--- config.mk ---
export PLATFORM = sky130hd
export DESIGN_NAME = uart_cmd_ctrl_flat
export DESIGN_NICKNAME = d
export VERILOG_FILES = /design/src/rtl/uart_dbg_pkg.sv /design/src/rtl/uart_cmd_ctrl_if.sv /design/src/rtl/uart_cmd_ctrl_timeout_cnt.sv /design/src/rtl/uart_cmd_ctrl.sv /design/src/flat_wrapper.sv
export SDC_FILE = /design/constraint.sdc
export NUM_CORES = 1
export LEC_CHECK = 0
export CAP_MARGIN = 0
export CORE_AREA = 5 5 154 82
export CTS_BUF_LIST = sky130_fd_sc_hd__clkbuf_16
export CTS_CLUSTER_DIAMETER = 150
export DETAILED_ROUTE_END_ITERATION = 7
export DIE_AREA = 0 0 159 87
export PLACE_DENSITY = 0.61
export SYNTH_ARGS = -nofsm -noshare
export SYNTH_HDL_FRONTEND = slang
export SYNTH_SLANG_ARGS = --single-unit
--- constraint.sdc ---
create_clock -name clk -period 3.89 [get_ports clk]
set_input_delay 0.778 -clock clk [delete_from_list [all_inputs] [get_ports clk]]
set_output_delay 0.778 -clock clk [all_outputs]
set_load 0.02 [all_outputs]
--- src/rtl/uart_dbg_pkg.sv ---
// Shared types, ASCII constants and hex helpers for the UART command controller.
package uart_dbg_pkg;

    typedef enum logic [3:0] {
        S_IDLE,
        S_ADDR_HI,
        S_ADDR_LO,
        S_DATA_HI,
        S_DATA_LO,
        S_EXEC_WR,
        S_EXEC_RD,
        S_RD_WAIT,
        S_TX_HI,
        S_TX_LO,
        S_TX_CR,
        S_TX_LF,
        S_TX_ERR
    } state_e;

    localparam logic [7:0] ASCII_CR   = 8'h0D;
    localparam logic [7:0] ASCII_LF   = 8'h0A;
    localparam logic [7:0] ASCII_QM   = 8'h3F;
    localparam logic [7:0] ASCII_W_LC = 8'h77;
    localparam logic [7:0] ASCII_W_UC = 8'h57;
    localparam logic [7:0] ASCII_R_LC = 8'h72;
    localparam logic [7:0] ASCII_R_UC = 8'h52;

    function automatic logic is_hex(input logic [7:0] c);
        return ((c >= 8'h30) && (c <= 8'h39)) ||
               ((c >= 8'h41) && (c <= 8'h46)) ||
               ((c >= 8'h61) && (c <= 8'h66));
    endfunction

    // Letters A-F/a-f all have low nibble 1..6, so add 9 to land on 10..15.
    function automatic logic [3:0] hex_to_nibble(input logic [7:0] c);
        return (c >= 8'h41) ? (c[3:0] + 4'd9) : c[3:0];
    endfunction

    function automatic logic [7:0] nibble_to_hex(input logic [3:0] n);
        return (n < 4'd10) ? (8'h30 + {4'h0, n}) : (8'h37 + {4'h0, n});
    endfunction

endpackage

--- src/rtl/uart_cmd_ctrl_if.sv ---
// Byte stream, TX handshake and register bus between the controller and its neighbours.
interface uart_cmd_ctrl_if;
    logic [7:0] i_rx_data;
    logic       i_rx_valid;
    logic [7:0] o_tx_data;
    logic       o_tx_start;
    logic       i_tx_busy;
    logic [7:0] o_reg_addr;
    logic [7:0] o_reg_wdata;
    logic       o_reg_we;
    logic       o_reg_re;
    logic [7:0] i_reg_rdata;
    logic       o_busy;
    logic       o_err;

    modport master (
        output i_rx_data, i_rx_valid, i_tx_busy, i_reg_rdata,
        input  o_tx_data, o_tx_start, o_reg_addr, o_reg_wdata,
               o_reg_we, o_reg_re, o_busy, o_err
    );

    modport slave (
        input  i_rx_data, i_rx_valid, i_tx_busy, i_reg_rdata,
        output o_tx_data, o_tx_start, o_reg_addr, o_reg_wdata,
               o_reg_we, o_reg_re, o_busy, o_err
    );
endinterface

--- src/rtl/uart_cmd_ctrl_timeout_cnt.sv ---
// Inter-byte idle counter: reloads on each accepted byte, counts down while enabled.
module cmd_timeout_cnt #(
    parameter int unsigned    W        = 32,
    parameter logic [W-1:0]   LOAD_VAL = '1
) (
    input  logic clk,
    input  logic rst_n,
    input  logic load,
    input  logic en,
    output logic expired
);
    logic [W-1:0] cnt_q, cnt_d;

    always_comb begin
        cnt_d = cnt_q;
        if (load)
            cnt_d = LOAD_VAL;
        else if (en && (cnt_q != '0))
            cnt_d = cnt_q - 1'b1;
    end

    always_ff @(posedge clk) begin
        if (!rst_n) cnt_q <= '0;
        else        cnt_q <= cnt_d;
    end

    assign expired = en && (cnt_q == '0);
endmodule

--- src/rtl/uart_cmd_ctrl.sv ---
// ASCII command parser: "wAADD" writes a register, "rAA" reads one and echoes it as hex + CRLF.
module uart_cmd_ctrl
    import uart_dbg_pkg::*;
#(
    parameter int unsigned CLK_FREQ      = 50000000,
    parameter int unsigned BAUD_RATE     = 115200,
    parameter int unsigned TIMEOUT_BYTES = 4
) (
    input  logic           clk,
    input  logic           rst_n,
    uart_cmd_ctrl_if.slave bus
);
    localparam int unsigned  TO_W    = 32;
    localparam logic [TO_W-1:0] TO_LOAD =
        TO_W'((64'(TIMEOUT_BYTES) * 64'd10 * 64'(CLK_FREQ)) / 64'(BAUD_RATE));

    state_e     state_q, state_d;
    logic       is_wr_q, is_wr_d;
    logic [7:0] addr_q, addr_d;
    logic [7:0] wdata_q, wdata_d;
    logic [7:0] rdata_q, rdata_d;
    logic [7:0] tx_data_q, tx_data_d;
    logic       tx_start_q, tx_start_d;
    logic       we_q, we_d;
    logic       re_q, re_d;
    logic       err_q, err_d;
    logic       busy_q, busy_d;

    logic       to_load, to_en, to_expired;
    logic       tx_ok, rx_hex;
    logic [3:0] rx_nib;

    cmd_timeout_cnt #(.W(TO_W), .LOAD_VAL(TO_LOAD)) u_timeout (
        .clk     (clk),
        .rst_n   (rst_n),
        .load    (to_load),
        .en      (to_en),
        .expired (to_expired)
    );

    assign to_en  = state_q inside {S_ADDR_HI, S_ADDR_LO, S_DATA_HI, S_DATA_LO};
    // Back-to-back starts are blocked because TX only raises busy a cycle later.
    assign tx_ok  = !bus.i_tx_busy && !tx_start_q;
    assign rx_hex = is_hex(bus.i_rx_data);
    assign rx_nib = hex_to_nibble(bus.i_rx_data);

    always_comb begin
        state_d    = state_q;
        is_wr_d    = is_wr_q;
        addr_d     = addr_q;
        wdata_d    = wdata_q;
        rdata_d    = rdata_q;
        tx_data_d  = tx_data_q;
        tx_start_d = 1'b0;
        we_d       = 1'b0;
        re_d       = 1'b0;
        err_d      = 1'b0;
        to_load    = 1'b0;

        case (state_q)
            S_IDLE: begin
                if (bus.i_rx_valid) begin
                    if (bus.i_rx_data == ASCII_W_LC || bus.i_rx_data == ASCII_W_UC) begin
                        state_d = S_ADDR_HI;
                        is_wr_d = 1'b1;
                        to_load = 1'b1;
                    end else if (bus.i_rx_data == ASCII_R_LC || bus.i_rx_data == ASCII_R_UC) begin
                        state_d = S_ADDR_HI;
                        is_wr_d = 1'b0;
                        to_load = 1'b1;
                    end
                end
            end
            S_ADDR_HI, S_ADDR_LO, S_DATA_HI, S_DATA_LO: begin
                // Expiry beats a byte arriving on the same cycle.
                if (to_expired) begin
                    state_d = S_IDLE;
                    err_d   = 1'b1;
                end else if (bus.i_rx_valid) begin
                    if (!rx_hex) begin
                        state_d = S_TX_ERR;
                        err_d   = 1'b1;
                    end else begin
                        to_load = 1'b1;
                        case (state_q)
                            S_ADDR_HI: begin
                                addr_d[7:4] = rx_nib;
                                state_d     = S_ADDR_LO;
                            end
                            S_ADDR_LO: begin
                                addr_d[3:0] = rx_nib;
                                state_d     = is_wr_q ? S_DATA_HI : S_EXEC_RD;
                                re_d        = !is_wr_q;
                            end
                            S_DATA_HI: begin
                                wdata_d[7:4] = rx_nib;
                                state_d      = S_DATA_LO;
                            end
                            default: begin
                                wdata_d[3:0] = rx_nib;
                                state_d      = S_EXEC_WR;
                                we_d         = 1'b1;
                            end
                        endcase
                    end
                end
            end
            S_EXEC_WR: state_d = S_IDLE;
            S_EXEC_RD: state_d = S_RD_WAIT;
            S_RD_WAIT: begin
                rdata_d = bus.i_reg_rdata;
                state_d = S_TX_HI;
            end
            S_TX_HI, S_TX_LO, S_TX_CR, S_TX_LF, S_TX_ERR: begin
                if (tx_ok) begin
                    tx_start_d = 1'b1;
                    case (state_q)
                        S_TX_HI:  begin tx_data_d = nibble_to_hex(rdata_q[7:4]); state_d = S_TX_LO; end
                        S_TX_LO:  begin tx_data_d = nibble_to_hex(rdata_q[3:0]); state_d = S_TX_CR; end
                        S_TX_ERR: begin tx_data_d = ASCII_QM;                    state_d = S_TX_CR; end
                        S_TX_CR:  begin tx_data_d = ASCII_CR;                    state_d = S_TX_LF; end
                        default:  begin tx_data_d = ASCII_LF;                    state_d = S_IDLE;  end
                    endcase
                end
            end
            default: state_d = S_IDLE;
        endcase

        busy_d = (state_d != S_IDLE);
    end

    always_ff @(posedge clk) begin
        if (!rst_n) begin
            state_q    <= S_IDLE;
            is_wr_q    <= 1'b0;
            addr_q     <= 8'h00;
            wdata_q    <= 8'h00;
            rdata_q    <= 8'h00;
            tx_data_q  <= 8'h00;
            tx_start_q <= 1'b0;
            we_q       <= 1'b0;
            re_q       <= 1'b0;
            err_q      <= 1'b0;
            busy_q     <= 1'b0;
        end else begin
            state_q    <= state_d;
            is_wr_q    <= is_wr_d;
            addr_q     <= addr_d;
            wdata_q    <= wdata_d;
            rdata_q    <= rdata_d;
            tx_data_q  <= tx_data_d;
            tx_start_q <= tx_start_d;
            we_q       <= we_d;
            re_q       <= re_d;
            err_q      <= err_d;
            busy_q     <= busy_d;
        end
    end

    assign bus.o_tx_data   = tx_data_q;
    assign bus.o_tx_start  = tx_start_q;
    assign bus.o_reg_addr  = addr_q;
    assign bus.o_reg_wdata = wdata_q;
    assign bus.o_reg_we    = we_q;
    assign bus.o_reg_re    = re_q;
    assign bus.o_busy      = busy_q;
    assign bus.o_err       = err_q;
endmodule

--- src/flat_wrapper.sv ---
// flat-port wrapper written by rule: the top's interface ports become plain ports
module uart_cmd_ctrl_flat import uart_dbg_pkg::*;
#(
    parameter int unsigned CLK_FREQ      = 50000000,
    parameter int unsigned BAUD_RATE     = 115200,
    parameter int unsigned TIMEOUT_BYTES = 4
)
  (clk, rst_n, bus_i_rx_data, bus_i_rx_valid, bus_i_tx_busy, bus_i_reg_rdata, bus_o_tx_data, bus_o_tx_start, bus_o_reg_addr, bus_o_reg_wdata, bus_o_reg_we, bus_o_reg_re, bus_o_busy, bus_o_err);
  uart_cmd_ctrl_if bus_i ();
  input  logic clk;
  input  logic rst_n;
  input wire logic [$bits(bus_i.i_rx_data)-1:0] bus_i_rx_data;
  input wire logic [$bits(bus_i.i_rx_valid)-1:0] bus_i_rx_valid;
  input wire logic [$bits(bus_i.i_tx_busy)-1:0] bus_i_tx_busy;
  input wire logic [$bits(bus_i.i_reg_rdata)-1:0] bus_i_reg_rdata;
  output wire logic [$bits(bus_i.o_tx_data)-1:0] bus_o_tx_data;
  output wire logic [$bits(bus_i.o_tx_start)-1:0] bus_o_tx_start;
  output wire logic [$bits(bus_i.o_reg_addr)-1:0] bus_o_reg_addr;
  output wire logic [$bits(bus_i.o_reg_wdata)-1:0] bus_o_reg_wdata;
  output wire logic [$bits(bus_i.o_reg_we)-1:0] bus_o_reg_we;
  output wire logic [$bits(bus_i.o_reg_re)-1:0] bus_o_reg_re;
  output wire logic [$bits(bus_i.o_busy)-1:0] bus_o_busy;
  output wire logic [$bits(bus_i.o_err)-1:0] bus_o_err;
  assign bus_i.i_rx_data = bus_i_rx_data;
  assign bus_i.i_rx_valid = bus_i_rx_valid;
  assign bus_i.i_tx_busy = bus_i_tx_busy;
  assign bus_i.i_reg_rdata = bus_i_reg_rdata;
  assign bus_o_tx_data = bus_i.o_tx_data;
  assign bus_o_tx_start = bus_i.o_tx_start;
  assign bus_o_reg_addr = bus_i.o_reg_addr;
  assign bus_o_reg_wdata = bus_i.o_reg_wdata;
  assign bus_o_reg_we = bus_i.o_reg_we;
  assign bus_o_reg_re = bus_i.o_reg_re;
  assign bus_o_busy = bus_i.o_busy;
  assign bus_o_err = bus_i.o_err;
  uart_cmd_ctrl #(.CLK_FREQ(CLK_FREQ), .BAUD_RATE(BAUD_RATE), .TIMEOUT_BYTES(TIMEOUT_BYTES)) u_core (.clk(clk), .rst_n(rst_n), .bus(bus_i));
endmodule
==> qor.yml <==
synth_edf_count: 0
cts_tree: "done"
final-hold-violation-count: 0
drive_gt1_share_pct: 7.16
setup_violations: 0
synth_ff_type: "dfxtp_1"
final_cells: 667
final_common_cell: "dfxtp_1"
synth-seq-cells: 73
initial_core_util_pct: 33.9
dp_hpwl_um: 7690
grt_setup_unrepaired: "false"
io_buffers: 47
maxSlewViolCount: 0
clk_latency_ns: 0.34
syn_inst: 471
cts-root-buf: "clkbuf_16"
postPlaceCellArea_mm2: 0.00443
critPathKind: "in -> reg"
syn_nets: 498
worstPathArrival_ns: 3.33
route.detailed.drc: 0
slew_headroom_pct: 33.2
wl_per_cell_um: 15.7
required_ns: 4.10
grt_pass1_vias: 3257
fp.dieW_um: 159
cp-start-kind: "input pin"
holdWs_ns: 0.454
cts.path.max_buffers: 2
postSynthAreaPerCell_um2: 8.13
place_inst: 651
end_kind: "flop"
fmax_mhz: 321
cts_setup_buffers: 0
holdBufCountCts: 0
p_leak_nw: 1.79
area_growth_syn_to_layout_pct: 24.4
final_area_mm2: 0.00477
ir_drop_uv: 205
grt_pass1_wl_um: 17100
cts_num_sinks: 73
synthDistinctLibCells: 64
path_clk_slew_ns: 0.06
drt_iter0_markers: 297
async_flop_share_pct: 0
gr-total-overflow: 0
yosys_warnings: 0
nNetsFinal: 539
drt-total-wl_um: 10500
antennaDiodeCount: 0
tns_ns: 0
layout_common_cells: "dfxtp_1 (73), nand2_1 (63), nor2_1 (51)"
grt_max_degree: 27
htreeDepth: 3
viasPerCell: 5.30
period_share_pct: 80.1
grt.total_usage_pct: 15.4
rows: 28
outcome: "finished, final reports clean"
syn-cell-area_mm2: 0.00383
route.vias.total: 3538
power.total_mw: 1.77
ys_seq_area_share_pct: 38.1
hold_path_class: "reg -> reg"
ant_nets: 0
first_pass_iters: 4
gp_congestion: 0.871
p_per_area_mw_per_mm2: 371
dieHeight_um: 87
antenna_found_initial: 0
worstMarginPinSlew_ns: 1.00
numCtsBuffers: 9
cts_resized: 0
skew_ns: 0.00544
period_minus_slack_ns: 3.12
maxCapViolCount: 0
crit_fanout: 7
die_area_mm2: 0.0138
core_area_mm2: 0.0113
io-pin-count: 49
==> cell usage after synthesis, types with 3 or more instances <==
cell | instances | area share [%]
buf_2 | 4 | 0.52
a21oi_1 | 32 | 4.2
xor2_1 | 8 | 1.8
a31oi_1 | 4 | 0.65
o21ai_0 | 19 | 2.5
nor3_1 | 21 | 2.7
or4_1 | 5 | 0.98
dfxtp_1 | 73 | 38
nand2b_1 | 7 | 1.1
nor3b_1 | 5 | 0.98
nor2_1 | 51 | 5.0
or3_1 | 5 | 0.82
xnor2_1 | 24 | 5.5
nand3_1 | 10 | 1.3
a21o_1 | 7 | 1.4
o21bai_1 | 3 | 0.59
inv_1 | 13 | 1.3
nor4_1 | 13 | 2.1
nor2b_1 | 4 | 0.65
a211oi_1 | 3 | 0.59
and2_1 | 3 | 0.49
o31ai_1 | 3 | 0.59
mux2i_1 | 18 | 4.7
nand2_1 | 63 | 6.2
nor4b_1 | 3 | 0.69
ha_1 | 7 | 2.3
or2_2 | 4 | 0.65
clkbuf_1 | 15 | 1.5
==> flip-flops by register name, summed over array words and instances, names as in the netlist <==
name                    count
u_core.bus.o_busy           1
u_core.state_q              4
u_core.bus.o_reg_wdata      8
u_core.rdata_q              8
u_core.bus.o_reg_we         1
u_core.u_timeout.cnt_q     32
u_core.bus.o_tx_data        7
u_core.bus.o_tx_start       1
u_core.bus.o_err            1
u_core.is_wr_q              1
u_core.bus.o_reg_addr       8
u_core.bus.o_reg_re         1
==> layer usage <==
layer  part of all wire (%)  vias up  wire, µm  track usage, %
met3                    7.9       18       829            5.30
met2                     36      147      3730            19.8
met4                    1.9        0       199            5.34
li1                       -     1750         -               -
met1                     55     1623      5720            23.2
met5                      0        -         0               0
==> kinds of logic (layout without fill, tap and decap cells) <==
family | after synthesis | count (layout) | share of synthesized area, %
xor gates and xnor gates | 32 | 32 | 7.32
adders and majority gates | 7 | 7 | 2.29
AOI/OAI and AO/OA | 96 | 96 | 16.3
DFF | 73 | 73 | 38.1
buffers and inverters | 36 | 82 | 3.95
other | 1 | 1 | 0.0979
and+or+nand+nor | 207 | 207 | 26.9
muxes | 19 | 19 | 5.00
==> where the power goes <==
part           switching, mW  internal (mW)  total, mW
registers            0.00104          0.749      0.750
clock network          0.311          0.620      0.931
logic                 0.0533         0.0368     0.0901
total                  0.365           1.41       1.77
==> cell type report <==
class                   count  area, µm²
inverters                  13       48.8
repair buffers             53        515
multi-input cells         362       2220
clock buffers               9        225
well taps                 150        188
clock inverters             7        110
fillers                  1119       6550
flip-flops and latches     73       1460
==> worst max-delay path: stages <==
cell	delay [ns]
clkdlybuf4s50_1	0.54
inv_1	0.14
ha_1	0.18
and4b_1	0.20
a2111oi_0	0.39
a21oi_1	0.17
buf_4	0.19
nor2_1	0.20
nand3_1	0.33
mux2i_1	0.21
==> metrics by stage <==
step | util (%) | setup WS, ns
after detailed placement | 39.2 | 0.483
after global placement | 39.2 | 0.590
after global routing | 42.1 | 0.531
after floorplan | - | 1.29
after CTS | 42.1 | 0.824
final | 42.1 | 0.775
==> final timing paths <==
kind                              from                   endpoint  cells past startpoint  slack (ns)
max                   bus_i_rx_data[0]  u_core.bus.o_reg_wdata[2]                     10        0.78
min                     u_core.is_wr_q        u_core.bus.o_reg_re                      1        0.45
max reg2reg  u_core.u_timeout.cnt_q[7]  u_core.u_timeout.cnt_q[9]                      6        1.10
min reg2reg             u_core.is_wr_q        u_core.bus.o_reg_re                      1        0.45
Power figures use the tool's default switching activity.
